## config.mk

```make
export PLATFORM = sky130hd
export DESIGN_NAME = dp_fifo_ctrl
export DESIGN_NICKNAME = d
export VERILOG_FILES = /design/src/rtl/dp_fifo_ctrl.sv
export SDC_FILE = /design/constraint.sdc
export NUM_CORES = 1
export LEC_CHECK = 0
export ABC_AREA = 0
export CORE_MARGIN = 4
export CORE_UTILIZATION = 36
export DETAILED_ROUTE_END_ITERATION = 12
export PLACE_DENSITY = 0.75
export SLEW_MARGIN = 5
export SYNTH_ARGS = -nofsm -noshare
export SYNTH_HDL_FRONTEND = slang
export SYNTH_SLANG_ARGS = --single-unit
```

## constraint.sdc

```tcl
create_clock -name Clock -period 2.2 [get_ports Clock]
set_input_delay 0.44 -clock Clock [delete_from_list [all_inputs] [get_ports Clock]]
set_output_delay 0.44 -clock Clock [all_outputs]
set_load 0.05 [all_outputs]
```

## src/rtl/dp_fifo_ctrl.sv

```systemverilog
`default_nettype none
// ============================================================================
// dp_fifo_ctrl : single-clock FIFO controller driving a 16x4+parity EBR RAM.
// Optional parity generation/check enabled by macro DP_FIFO_PARITY_EN.
// Revision 1.0
// ============================================================================
module dp_fifo_ctrl #(
  parameter int DATA_WIDTH = 4,
  parameter int ADDR_WIDTH = 4,
  parameter int AF_LEVEL   = 12
) (
  input  logic                  Clock,
  input  logic                  ResetN,
  input  logic                  Push,
  input  logic [DATA_WIDTH-1:0] DataIn,
  input  logic                  Pop,
  output logic [DATA_WIDTH-1:0] DataOut,
  output logic                  DoutValid,
  output logic                  Full,
  output logic                  Empty,
  output logic                  AlmostFull,
  output logic [ADDR_WIDTH:0]   Count,
  output logic                  Overflow,
  output logic                  Underflow,
  output logic                  ParityErr,
  output logic [ADDR_WIDTH-1:0] RamWrAddress,
  output logic [ADDR_WIDTH-1:0] RamRdAddress,
  output logic [DATA_WIDTH-1:0] RamData,
  output logic                  RamEdi,
  output logic                  RamWrEn,
  output logic                  RamRdEn,
  input  logic [DATA_WIDTH-1:0] RamQ,
  input  logic                  RamEdo
);

  localparam int                  DEPTH    = 2 ** ADDR_WIDTH;
  localparam logic [ADDR_WIDTH:0] C_DEPTH  = (ADDR_WIDTH + 1)'(DEPTH);
  localparam logic [ADDR_WIDTH:0] C_AF     = (ADDR_WIDTH + 1)'(AF_LEVEL);
  localparam logic [ADDR_WIDTH:0] C_ONE    = (ADDR_WIDTH + 1)'(1);
  localparam logic [ADDR_WIDTH-1:0] C_PTR1 = ADDR_WIDTH'(1);

  logic [ADDR_WIDTH-1:0] wptr_q, wptr_d;
  logic [ADDR_WIDTH-1:0] rptr_q, rptr_d;
  logic [ADDR_WIDTH:0]   count_q, count_d;
  logic                  dout_valid_q, dout_valid_d;
  logic                  overflow_q, overflow_d;
  logic                  underflow_q, underflow_d;
  logic                  full, empty, wr_ok, rd_ok;

  // Acceptance uses the current-cycle flags only, so a pop never frees
  // room for a same-cycle push and a push never feeds a same-cycle pop.
  always_comb begin
    full  = (count_q == C_DEPTH);
    empty = (count_q == '0);
    wr_ok = Push & ~full;
    rd_ok = Pop & ~empty;

    wptr_d       = wr_ok ? wptr_q + C_PTR1 : wptr_q;
    rptr_d       = rd_ok ? rptr_q + C_PTR1 : rptr_q;
    count_d      = count_q;
    case ({wr_ok, rd_ok})
      2'b10:   count_d = count_q + C_ONE;
      2'b01:   count_d = count_q - C_ONE;
      default: count_d = count_q;
    endcase
    dout_valid_d = rd_ok;
    overflow_d   = Push & full;
    underflow_d  = Pop & empty;
  end

  always_ff @(posedge Clock or negedge ResetN) begin
    if (!ResetN) begin
      wptr_q       <= '0;
      rptr_q       <= '0;
      count_q      <= '0;
      dout_valid_q <= 1'b0;
      overflow_q   <= 1'b0;
      underflow_q  <= 1'b0;
    end else begin
      wptr_q       <= wptr_d;
      rptr_q       <= rptr_d;
      count_q      <= count_d;
      dout_valid_q <= dout_valid_d;
      overflow_q   <= overflow_d;
      underflow_q  <= underflow_d;
    end
  end

  assign RamWrEn      = wr_ok;
  assign RamRdEn      = rd_ok;
  assign RamData      = DataIn;
  assign RamWrAddress = wptr_q;
  assign RamRdAddress = rptr_q;

  assign DataOut    = RamQ;
  assign DoutValid  = dout_valid_q;
  assign Full       = full;
  assign Empty      = empty;
  assign AlmostFull = (count_q >= C_AF);
  assign Count      = count_q;
  assign Overflow   = overflow_q;
  assign Underflow  = underflow_q;

`ifdef DP_FIFO_PARITY_EN
  logic parity_err_q, parity_err_d;

  // Even parity: the stored bit makes the 5-bit word XOR to zero.
  always_comb begin
    parity_err_d = dout_valid_q & ((^RamQ) != RamEdo);
  end

  always_ff @(posedge Clock or negedge ResetN) begin
    if (!ResetN) begin
      parity_err_q <= 1'b0;
    end else begin
      parity_err_q <= parity_err_d;
    end
  end

  assign RamEdi    = ^DataIn;
  assign ParityErr = parity_err_q;
`else
  logic unused_edo;
  assign unused_edo = RamEdo;
  assign RamEdi     = 1'b0;
  assign ParityErr  = 1'b0;
`endif

endmodule
`default_nettype wire

```

==> results by stage <==
Pwr:
- The worst-case IR drop observed on VDD is 956.4 uV.
- The analysis attributes to cell leakage a power of 0.5635 nW.
- The power density over the cells is 1773 nW/um^2.

Layout:
- The finished cells cover 1270 um^2.
- The post-layout net count is 125.
- Fill cells in the final layout number 212.
- The area added between synthesis and finish is 40.97%.
- Cells with a size suffix above 1 make up 33.02% of the layout.
- Excluding fillers, the count of instances in the completed layout stands at 134.
- The number of antenna diodes in the final layout is 0.

Routing:
- The routed via count divided by cell count is 4.888.
- The number of optimization iterations in the first detailed-route pass is 4.
- The post-detailed-route wirelength per cell is 13.58 um.
- The post-route antenna net violation count is 0.
- Summing over every cut layer, the via total after detailed routing is 655.
- For this run, design rule violations remaining after detail routing come to 0.
- For this block, the routed nets add up to 1820 um of wire.
- In this run, the number of DRC markers left after iteration 0 of detailed routing was 7.

Synthesis:
- The number of cells produced by synthesis is 80.
- The register bit count reported by yosys is 16.
- The mean post-synth cell area is 11.26 um^2.
- The cell area that synthesis handed to floorplanning was 900.9 um^2.
- The register area share after synthesis is 44.44%.
- The netlist uses 28 different library cells.
- The Yosys step of the flow raised 0 warnings.

Job:
- The number of max-cap violations is 0.

Setup path:
- The required arrival time at the worst endpoint is 1.76 ns.
- Tracing the worst setup path back leads to its startpoint at Count[3].
- The kind of end point of the critical path is an output port.
- The worst setup path is launched from a register.
- The worst register-to-register path begins at Count[3].
- The path type of the worst setup path is register to output port.
- STA puts the critical path data arrival time at 1.69 ns.
- In this run the worst path has a maximum fanout of 6.

Global route:
- The global-route wire length before repair is 2911 um.
- The total overflow left after global routing is 0.
- Entering global routing, the biggest net connects 17 pins.
- The number of global-route vias before repair is 652.
- Global routing used 11.37% of the available tracks.
- The initial antenna violation count is 0.

Timing:
- For the pin with the worst max-slew slack, the measured transition is 0.6941 ns.
- Clock skew on the completed layout was measured at 0.01237 ns.
- In the final timing run, aggregate negative setup slack is 0 ns.
- Based on the critical path, the design can be clocked at up to 469.0 MHz.
- In this run the tightest slew margin relative to its limit is 53.58%.
- Setup repair after global routing could not meet its margin everywhere.
- The worst path in the final design needs a cycle of 2.132 ns, including I/O delays and setup.
- The final count of hold timing violations was 0.
- After layout, the worst path uses 96.92% of the clock period.
- Setup violations remaining at the end of the flow were counted as 0.
- The number of max-slew violations in the final report came to 0.

Die:
- Once the floorplan was initialized, standard cells occupied 39.22% of the core.
- The placeable core area is 2297 um^2.
- In this run the vertical extent of the chip is 58.03 um.
- The number of I/O pins is 44.
- The horizontal die dimension is 58.03 um.
- The die area is 3367 um^2.
- The number of cell rows is 17.

Clock network:
- The CTS buffer count is 3.
- After clock tree synthesis, the clock-pin slew on the worst setup and hold paths is 0.10 ns.
- The clock tree from TritonCTS is built.
- The root buffer cell is clkbuf_4.
- The maximum buffer depth of the clock tree is 2.
- The number of sinks on the clock net is 16.
- In this run the number of H-tree levels came out at 1.
- The insertion delay to the later sink of the worst-skew pair is 0.29 ns.

Run status:
- The flow ran to the end, and the final reports show no timing, DRC or antenna violations.

Place:
- The count of input and output buffers is 24.
- Detailed placement finished with a half-perimeter wire length of 1431 um.
- The final weighted congestion of routability-driven global placement is 0.7952.
- The placed standard-cell area is 1207 um^2.
- The total placed cells including tap cells is 129.

Min path:
- The worst hold path begins at RamRdAddress[3].
- The path category of the worst min-delay check is register to register.
-- report_power, final --
part           internal (W)  total (W)  switching [W]  leakage, nW
Clock              0.000101   0.000197      0.0000962       0.0210
Sequential         0.000434   0.000561       0.000127        0.190
Combinational      0.000589    0.00149       0.000906        0.353
-- critical path, stage by stage, from the launching register on --
cell and delay [ns]:
dfrtp_1 0.42, nor4_4 0.31, buf_4 0.18, a21boi_4 0.07, buf_4 0.15, buf_6 0.13
buf_12 0.14
-- cell type report --
cell class              count  area, um^2  area share (%)
inverters                   2       10.01          0.7882
repair buffers             34       347.8           27.39
well taps                  28       35.03           2.759
multi-input cells          50       437.9           34.48
flip-flops and latches     16       402.9           31.72
clock buffers               4       36.28           2.857
-- state kept, by name, indices dropped and copies added, names as in the netlist --
register      count
Count             5
RamRdAddress      4
RamWrAddress      4
DoutValid         1
Overflow          1
Underflow         1
-- routing by layer --
| layer | vias to the layer above | share of wire, % | track usage [%] |
|---|---|---|---|
| met5 | - | 0 | 0 |
| met3 | 2 | 9.5 | 4.009 |
| met1 | 318 | 37 | 10.97 |
| li1 | 307 | - | - |
| met4 | 0 | 0.44 | 4.636 |
| met2 | 28 | 53 | 21.61 |
-- metrics by stage --
stage / utilization, % / total power, W / worst slack [ns] / hold WS [ns]
after floorplan: - / 0.001614 / -0.4845 / 0.1444
after global placement: 52.56 / 0.002005 / 0.003873 / 0.4605
after detailed placement: 52.56 / 0.002045 / -0.02634 / 0.4720
after CTS: 54.14 / 0.002250 / 0.006143 / 0.4869
after global routing: 55.28 / 0.002381 / -0.02037 / 0.5018
final: 55.28 / 0.002252 / 0.06777 / 0.4777
-- synthesized netlist by cell type, drive strengths merged --
master	number	area, um^2
buf	12	93.84
nor4	1	21.27
clkbuf	1	3.750
nand4	2	12.51
and3	2	12.51
nand3	3	15.01
inv	2	10.01
nor2	1	3.750
conb	1	3.750
a21boi	1	7.510
xor2	6	52.55
and2	2	15.02
mux2	3	37.53
nor2b	1	6.260
nand2b	1	13.76
ha	5	62.56
o21ai	2	10.01
dfrtp	16	400.4
nand2	5	18.77
xnor2	6	52.55
a21oi	3	15.01
a211o	2	17.52
nor3	1	5.000
mux2i	1	10.01
-- logic make-up (layout without fill, tap and decap cells) --
| kind of cell | count (synthesis) | after routing | share of synthesized area, % |
|---|---|---|---|
| XOR/XNOR | 12 | 12 | 11.67 |
| AND/OR/NAND/NOR | 19 | 19 | 13.75 |
| multiplexers | 4 | 4 | 5.277 |
| AO/OA/AOI/OAI | 8 | 8 | 5.556 |
| adder cells (fa/ha/maj) | 5 | 5 | 6.944 |
| buffers and inverters | 15 | 40 | 11.94 |
| other | 1 | 2 | 0.4163 |
| flip-flops | 16 | 16 | 44.44 |
-- worst paths after layout --
check,to,slack (ns),depth (start not counted)
worst min-delay path,RamRdAddress[3],0.48,1
max in group asynchronous,Count[2],1.17,1
worst max register to register,Count[4],0.08,10
worst max-delay path,RamRdEn,0.07,6
min in group asynchronous,Underflow,0.55,1
worst min register to register,RamRdAddress[3],0.48,1
-- cells in the final DEF, fill, tap and decap left out, types with 2 or more instances in the layout --
| master | netlist | routed |
|---|---|---|
| ha_1 | 5 | 2 |
| mux2_2 | 2 | 2 |
| a211o_1 | 2 | 2 |
| dfrtp_2 | 0 | 2 |
| nand2_1 | 5 | 5 |
| clkdlybuf4s50_1 | 0 | 19 |
| buf_12 | 0 | 3 |
| xor2_1 | 6 | 6 |
| clkbuf_4 | 0 | 3 |
| buf_4 | 11 | 10 |
| ha_2 | 0 | 2 |
| buf_6 | 1 | 2 |
| nand4_1 | 2 | 2 |
| dfrtp_1 | 16 | 14 |
| nand3_1 | 3 | 2 |
| xnor2_1 | 6 | 6 |
| a21oi_2 | 0 | 2 |
| and3_1 | 2 | 2 |
| o21ai_0 | 2 | 2 |
| conb_1 | 1 | 2 |
-- timing repair --
| item | CTS | global route |
|---|---|---|
| buffers inserted | 0 | 1 |
| hold buffers | 0 | 0 |
| gates resized for setup | 0 | 5 |
| endpoints found under the setup margin | 0 | 5 |
(Power assumes the default switching activity.)
